[src/rtl/axis_write_ctrl.sv]
// Write-transfer sequencer: configures the write-data block, splits one transfer
// into AXI AW bursts and tracks B responses until the transfer is complete.
module axis_write_ctrl #(
    parameter int CFG_DWIDTH     = 32,
    parameter int AXI_ADDR_WIDTH = 32,
    parameter int AXI_LEN_WIDTH  = 8,
    parameter int AXI_DATA_WIDTH = 64,
    parameter int WIDTH_RATIO    = 2,
    parameter int OUT_WIDTH      = 2
) (
    input  logic                      clk,
    input  logic                      rst,
    input  logic [CFG_DWIDTH-1:0]     cfg_address,
    input  logic [CFG_DWIDTH-1:0]     cfg_length,
    input  logic                      cfg_valid,
    output logic                      cfg_ready,
    output logic [CFG_DWIDTH-1:0]     data_cfg_length,
    output logic                      data_cfg_valid,
    input  logic                      data_cfg_ready,
    output logic [AXI_ADDR_WIDTH-1:0] axi_awaddr,
    output logic [AXI_LEN_WIDTH-1:0]  axi_awlen,
    output logic                      axi_awvalid,
    input  logic                      axi_awready,
    input  logic [1:0]                axi_bresp,
    input  logic                      axi_bvalid,
    output logic                      axi_bready,
    output logic                      done,
    output logic                      error
);

    localparam int BEAT_BYTES = AXI_DATA_WIDTH / 8;
    localparam logic [CFG_DWIDTH-1:0] MAX_BURST = CFG_DWIDTH'(2 ** AXI_LEN_WIDTH);
    localparam logic [OUT_WIDTH-1:0]  MAX_OUT   = '1;

    typedef enum logic [4:0] {
        IDLE   = 5'b00001,
        CONFIG = 5'b00010,
        ADDR   = 5'b00100,
        RESP   = 5'b01000,
        DONE   = 5'b10000
    } state_t;

    state_t                  state;
    state_t                  state_next;
    logic [CFG_DWIDTH-1:0]   remaining;
    logic [OUT_WIDTH-1:0]    outstanding;
    logic [CFG_DWIDTH-1:0]   burst_beats;
    logic                    cfg_hs;
    logic                    aw_hs;
    logic                    b_hs;
    logic                    issue;

    function automatic logic [CFG_DWIDTH-1:0] burst_size(input logic [CFG_DWIDTH-1:0] rem);
        return (rem > MAX_BURST) ? MAX_BURST : rem;
    endfunction

    // Saturating update: a stray B with nothing outstanding must not wrap to all-ones.
    function automatic logic [OUT_WIDTH-1:0] out_update(input logic [OUT_WIDTH-1:0] cnt,
                                                        input logic inc, input logic dec);
        if (inc && !dec)
            return cnt + OUT_WIDTH'(1);
        if (dec && !inc && (cnt != '0))
            return cnt - OUT_WIDTH'(1);
        return cnt;
    endfunction

    function automatic logic [AXI_ADDR_WIDTH-1:0] addr_step(input logic [AXI_LEN_WIDTH-1:0] len);
        return (AXI_ADDR_WIDTH'(len) + AXI_ADDR_WIDTH'(1)) * AXI_ADDR_WIDTH'(BEAT_BYTES);
    endfunction

    assign cfg_ready      = (state == IDLE);
    assign data_cfg_valid = (state == CONFIG);
    assign axi_bready     = (state == ADDR) || (state == RESP);
    assign done           = (state == DONE);

    assign cfg_hs      = cfg_valid && cfg_ready;
    assign aw_hs       = axi_awvalid && axi_awready;
    assign b_hs        = axi_bvalid && axi_bready;
    assign burst_beats = CFG_DWIDTH'(axi_awlen) + CFG_DWIDTH'(1);

    // A new burst is launched only from an idle AW channel, so after each accept
    // awvalid spends at least one cycle low. Launching on the config handshake
    // makes the first awvalid coincide with entry into ADDR.
    assign issue = !axi_awvalid && (remaining != '0) && (outstanding < MAX_OUT) &&
                   ((state == ADDR) || ((state == CONFIG) && data_cfg_ready));

    always_comb begin
        state_next = state;
        unique case (state)
            IDLE:    if (cfg_valid) state_next = (cfg_length == '0) ? DONE : CONFIG;
            CONFIG:  if (data_cfg_ready) state_next = ADDR;
            ADDR:    if (aw_hs && (remaining == burst_beats)) state_next = RESP;
            RESP:    if ((outstanding == '0) && !b_hs) state_next = DONE;
            DONE:    state_next = IDLE;
            default: state_next = IDLE;
        endcase
    end

    always_ff @(posedge clk) begin
        if (rst) begin
            state       <= IDLE;
            axi_awvalid <= 1'b0;
            remaining   <= '0;
            outstanding <= '0;
            axi_awaddr  <= '0;
            error       <= 1'b0;
        end else begin
            state       <= state_next;
            outstanding <= out_update(outstanding, aw_hs, b_hs);

            if (cfg_hs) begin
                error      <= 1'b0;
                remaining  <= cfg_length;
                axi_awaddr <= AXI_ADDR_WIDTH'(cfg_address);
            end else if (b_hs && (axi_bresp != 2'b00)) begin
                error <= 1'b1;
            end

            if (aw_hs) begin
                axi_awvalid <= 1'b0;
                remaining   <= remaining - burst_beats;
                axi_awaddr  <= axi_awaddr + addr_step(axi_awlen);
            end else if (issue) begin
                axi_awvalid <= 1'b1;
            end
        end
    end

    // Payload registers: only loaded on their qualifying event, no reset needed.
    always_ff @(posedge clk) begin
        if (cfg_hs)
            data_cfg_length <= cfg_length * CFG_DWIDTH'(WIDTH_RATIO);
        if (issue)
            axi_awlen <= AXI_LEN_WIDTH'(burst_size(remaining) - CFG_DWIDTH'(1));
    end

endmodule

[config.mk]
export PLATFORM = sky130hd
export DESIGN_NAME = axis_write_ctrl
export DESIGN_NICKNAME = d
export VERILOG_FILES = /design/src/rtl/axis_write_ctrl.sv
export SDC_FILE = /design/constraint.sdc
export NUM_CORES = 1
export LEC_CHECK = 0
export ABC_AREA = 1
export BUFFER_PORTS_ARGS = -buffer_cell sky130_fd_sc_hd__buf_2
export CAP_MARGIN = 20
export CORE_ASPECT_RATIO = 1.2
export CORE_MARGIN = 10
export CORE_UTILIZATION = 50
export CTS_BUF_LIST = sky130_fd_sc_hd__clkbuf_4
export DETAILED_ROUTE_END_ITERATION = 12
export PLACE_DENSITY_LB_ADDON = 0.2
export SLEW_MARGIN = 15
export SYNTH_ARGS = -nofsm -noshare
export SYNTH_HDL_FRONTEND = slang
export SYNTH_SLANG_ARGS = --single-unit
[constraint.sdc]
create_clock -name clk -period 2.35 [get_ports clk]
set_input_delay 0.47 -clock clk [delete_from_list [all_inputs] [get_ports clk]]
set_output_delay 0.47 -clock clk [all_outputs]
set_load 0.03 [all_outputs]
* Word-level counts from Yosys, hierarchy flattened
Index checks and enable logic that the tools add are counted.
Word-level totals: flip-flop bits (word level) 112, bits in latches 0, memory bits (writable) 0, memory bits (read-only) 0, input port bits 72, word-level logic and storage cells 74, memories kept 0
Cells by class: $add $sub $neg 6, multipliers 0, div/mod/pow operators 0, magnitude comparators 2, equal/unequal tests 10, shifts and indexed selects 0, muxes and demuxes 20, bitwise gates (word level) 0, reductions and logical operators 28
Operators by type and width (count):
- $mux 32 | 4
- $add 32x12->32 | 1
- $eq 32x9->1 | 1
- $gt 32x9->1 const B | 1
- $logic_not 32->1 | 1
- $reduce_bool 32->1 | 1
- $sub 32x9->32 | 1
- $mux 5 | 5
- $pmux 5 s4 | 1
- $logic_and 1x1->1 | 13
- $add 8x1->9 const B | 1
- $mux 2 | 4
- $mux 8 | 1
- $reduce_bool 2->1 | 4
- $sub 8x1->8 const B | 1
- $ne 2x1->1 const B | 3
- $eq 5x1->1 const B | 1
- $eq 5x2->1 const B | 1
- $eq 5x3->1 const B | 1
- $eq 5x4->1 const B | 1
- $eq 5x5->1 const B | 1
- $mux 1 | 5
- $reduce_and 4->1 | 1
- $reduce_or 2->1 | 2
- 7 further kinds | 10

* Longest topological paths before layout
word-level depth 11, depth in mapped cells 18, mapped depth without buffers 18

* Least setup slack after synthesis
OpenSTA, ideal clock, no wires.
path kind flip-flop to flip-flop, start register axi_awlen[0], end register axi_awaddr[28], library setup time 0.134 ns, arrival time 2.443 ns, required time 2.216 ns, slack -0.226 ns, cell stages (with the launch flop) 17, buffers on the path 0, clock period less this slack 2.576 ns, cell sequence edfxtp_1 ha_1 nand3_1 inv_1 nand3_1 xor2_1 inv_1 ha_1 nand2_1 nor2_1 nand3_1 nand3_1 nand2_1 nand2_1 nand2_1 a21oi_1 nor2_1
On the way: longest elaborated chain between the ends 3
RTL lines:
- from (decl) | line 21 | output logic [AXI_LEN_WIDTH-1:0] axi_awlen,
- from (signal assigned) | line 134 | axi_awlen <= AXI_LEN_WIDTH'(burst_size(remaining) - CFG_DWIDTH'(1));
- $add 8x1->9 | line 68 | return (AXI_ADDR_WIDTH'(len) + AXI_ADDR_WIDTH'(1)) * AXI_ADDR_WIDTH'(BEAT_BYTES);
- $add 32x12->32 | line 122 | axi_awaddr <= axi_awaddr + addr_step(axi_awlen);
- $mux 32 | line 119 | if (aw_hs) begin
- to (signal assigned) | line 114 | axi_awaddr <= AXI_ADDR_WIDTH'(cfg_address);
- to (signal assigned) | line 122
- to (decl) | line 20 | output logic [AXI_ADDR_WIDTH-1:0] axi_awaddr,
No other way between the ends. A chain may end at the register's enable or synchronous reset.

* Worst setup path in the final report
Ends and elaborated chain as after synthesis.

==> impl_metrics.toml <==
[run_status]
status = "complete, but fails checks"
violations = "negative setup slack"

[floorplanning]
coreArea_mm2 = 0.0151
rows = 49
initial_core_util_pct = 51.2
die_w_um = 133
ios = 150
die_h_um = 156
die-area_mm2 = 0.0209

[layout]
seq_area_mm2 = 0.00263
diodes = 0
design_area_mm2 = 0.0101
area_delta_synth_final_pct = 30.4
final_core_util_pct = 66.8
multi_input_area_mm2 = 0.00500
fillers = 1327
drive_gt1_share_pct = 35.4
nets = 1449
layout_common_cells = "280 x nand2_1, 160 x inv_1, 148 x buf_2, 102 x nor2_1, 77 x nand3_1"
final_common_cell = "nand2_1"

[worst_setup_path]
path_max_fanout = 7
crit_required_ns = 2.74
critPathKind = "flip-flop to flip-flop"
crit_path_start_kind = "flip-flop"
reg2reg_slack_ns = -0.14
endpoint_kind = "flip-flop"
critPathArrivalTime_ns = 2.88

[cts]
clk_path_buf_depth = 2
cts-root-buf = "clkbuf_4"
clkLatencyLatePin_ns = 0.51
ctsHtreeMaxLevel = 3
cts_tree = "done"
cts_sinks = 112
cts_hold_buf = 0
cts_made_buffers = 9
path_clk_slew_ns = 0.17

[global_route]
grt-ovfl-total = 0
antenna_found_initial = 0
grt_pass1_wl_um = 38100
grt_pass1_vias = 7843
grt.total_usage_pct = 22.3
grt_max_degree = 56

[drt]
antenna_left = 0
wl_per_cell_um = 15.8
firstDrtPassIters = 6
dr_wl_met3_um = 1470
viasPerCell = 5.26
drt-total-wl_um = 24700
drt_iter0_drc = 633
drc = 0
top_layer = "met4"
vias = 8221
wl_met2_um = 12500
wl_met1_um = 10000

[yosys]
yosysSeqAreaShare_pct = 34.1
syn-mean-instance-area_um2 = 6.67
synth.distinct_cells = 48
syn_inst = 1158
synth_flop_cell = "dfxtp_1"
ys_warn_count = 0
syn_nets = 1254
syn_area_mm2 = 0.00773
synth_edf_count = 39
ys_ff_latch = 112
async_reset_ff_share_pct = 0

[place]
io_buffers = 148
dp_hpwl_um = 17800
place_congestion = 0.969
placed_area_mm2 = 0.00903

[sta]
fin_crit_sh_pct = 106
rsz0062_at_grt = "true"
fmax_mhz = 401
tightest_slew_ns = 0.809
fin_skew_ns = 0.0226
min_period_ns = 2.49
setup_viol = 38
timing.final.ws_setup_ns = -0.143
slew_headroom_pct = 46.1
hold_viol_final = 0
report.final.slew_viol_count = 0

[power]
powerDensity_mw_per_mm2 = 992
ir_drop_uv = 514
p_leak_nw = 4.68

[worst_hold_path]
worstHoldPathType = "input pin to flip-flop"

[job]
maxCapViolCount = 0
## per-stage QoR
step / worst slack [ns] / TNS, ns / std cells / power [mW] / hold WS [ns]
5_1_grt: -0.293 / -10.31 / 1562 / 10.7 / 0.119
2_1_floorplan: -0.0935 / -1.47 / 1158 / 6.69 / 0.447
3_3_place_gp: -0.154 / -1.51 / 1527 / 8.10 / 0.463
4_1_cts: -0.0605 / -0.465 / 1551 / 9.38 / 0.113
6_report: -0.143 / -1.78 / 1562 / 9.99 / 0.134
3_5_place_dp: -0.167 / -2.48 / 1527 / 8.15 / 0.474
## critical path, stage by stage, from the launching register on
cell and delay [ns]:
edfxtp_1 0.50, ha_4 0.22, nand3_4 0.08, inv_4 0.04
nand3_4 0.07, xor2_4 0.20, inv_2 0.07, ha_4 0.32
nand2_4 0.09, nor2_4 0.19, nand3_4 0.11, nand3_4 0.14
nand2_1 0.06, nand2_1 0.06, nand2_1 0.05, a21oi_1 0.14
nor2_1 0.05
## where the power goes
part	switching [mW]	internal, mW
Sequential	0.413	2.49
Clock	0.651	0.340
Combinational	3.95	2.15
Total	5.01	4.98
## final timing paths
path | endpoint | start | cells past startpoint
max | axi_awaddr[28]$_SDFFE_PP0P_ | axi_awlen[0]$_DFFE_PP_ | 16
min | data_cfg_length[26]$_DFFE_PP_ | cfg_length[25] | 1
max reg2reg | axi_awaddr[28]$_SDFFE_PP0P_ | axi_awlen[0]$_DFFE_PP_ | 16
min reg2reg | outstanding[0]$_SDFFE_PP0P_ | outstanding[0]$_SDFFE_PP0P_ | 1
## cell usage after synthesis, types with 6 or more instances
library cell / number / area [um2]
nand2_1: 330 / 1240
o22ai_2: 6 / 75.1
a31oi_1: 17 / 106
nor2_1: 119 / 447
xor2_1: 10 / 87.6
ha_1: 22 / 275
a21oi_1: 39 / 195
nand4_1: 31 / 194
a21oi_2: 18 / 158
nor3_1: 7 / 35.0
nand2_2: 17 / 106
o21ai_2: 14 / 123
inv_1: 177 / 664
clkbuf_1: 12 / 45.0
o22ai_1: 10 / 62.6
inv_2: 17 / 63.8
edfxtp_1: 39 / 1170
dfxtp_1: 73 / 1460
nor2_2: 13 / 81.3
o21ai_0: 27 / 135
nand3_1: 108 / 541
## state kept, by name, summed over array words and instances, names as in the netlist
name and flops:
outstanding 2, axi_awlen 8, data_cfg_length 31, axi_awaddr 32
error 1, axi_awvalid 1, state 5, remaining 32
## metal layers
layer / vias to the layer above / track usage [%]
met1: 3775 / 25.8
li1: 4105 / -
met3: 51 / 3.80
met4: 0 / 9.39
met2: 290 / 39.6
met5: - / 0
## cell type report
class | count | area share, %
flip-flops and latches | 112 | 26.1
clock buffers | 11 | 0.819
inverters | 196 | 7.46
repair buffers | 212 | 13.0
clock inverters | 5 | 0.472
well taps | 204 | 2.53
multi-input cells | 822 | 49.6
## logic make-up after synthesis
| kind of cell | synth area share (%) |
|---|---|
| AO/OA/AOI/OAI | 12.2 |
| XOR/XNOR | 1.25 |
| adder cells (fa/ha/maj) | 4.08 |
| buffers and inverters | 12.2 |
| flip-flops | 34.1 |
| other | 0.0485 |
| AND/OR/NAND/NOR | 36.2 |
## what timing repair did
action,in CTS,in global routing
gates cloned,0,1
hold endpoints to repair,0,0
setup buffers,8,11
pin swaps,28,37
gates resized for setup,47,138
setup endpoints to repair,43,56
Power figures use the tool's default switching activity.
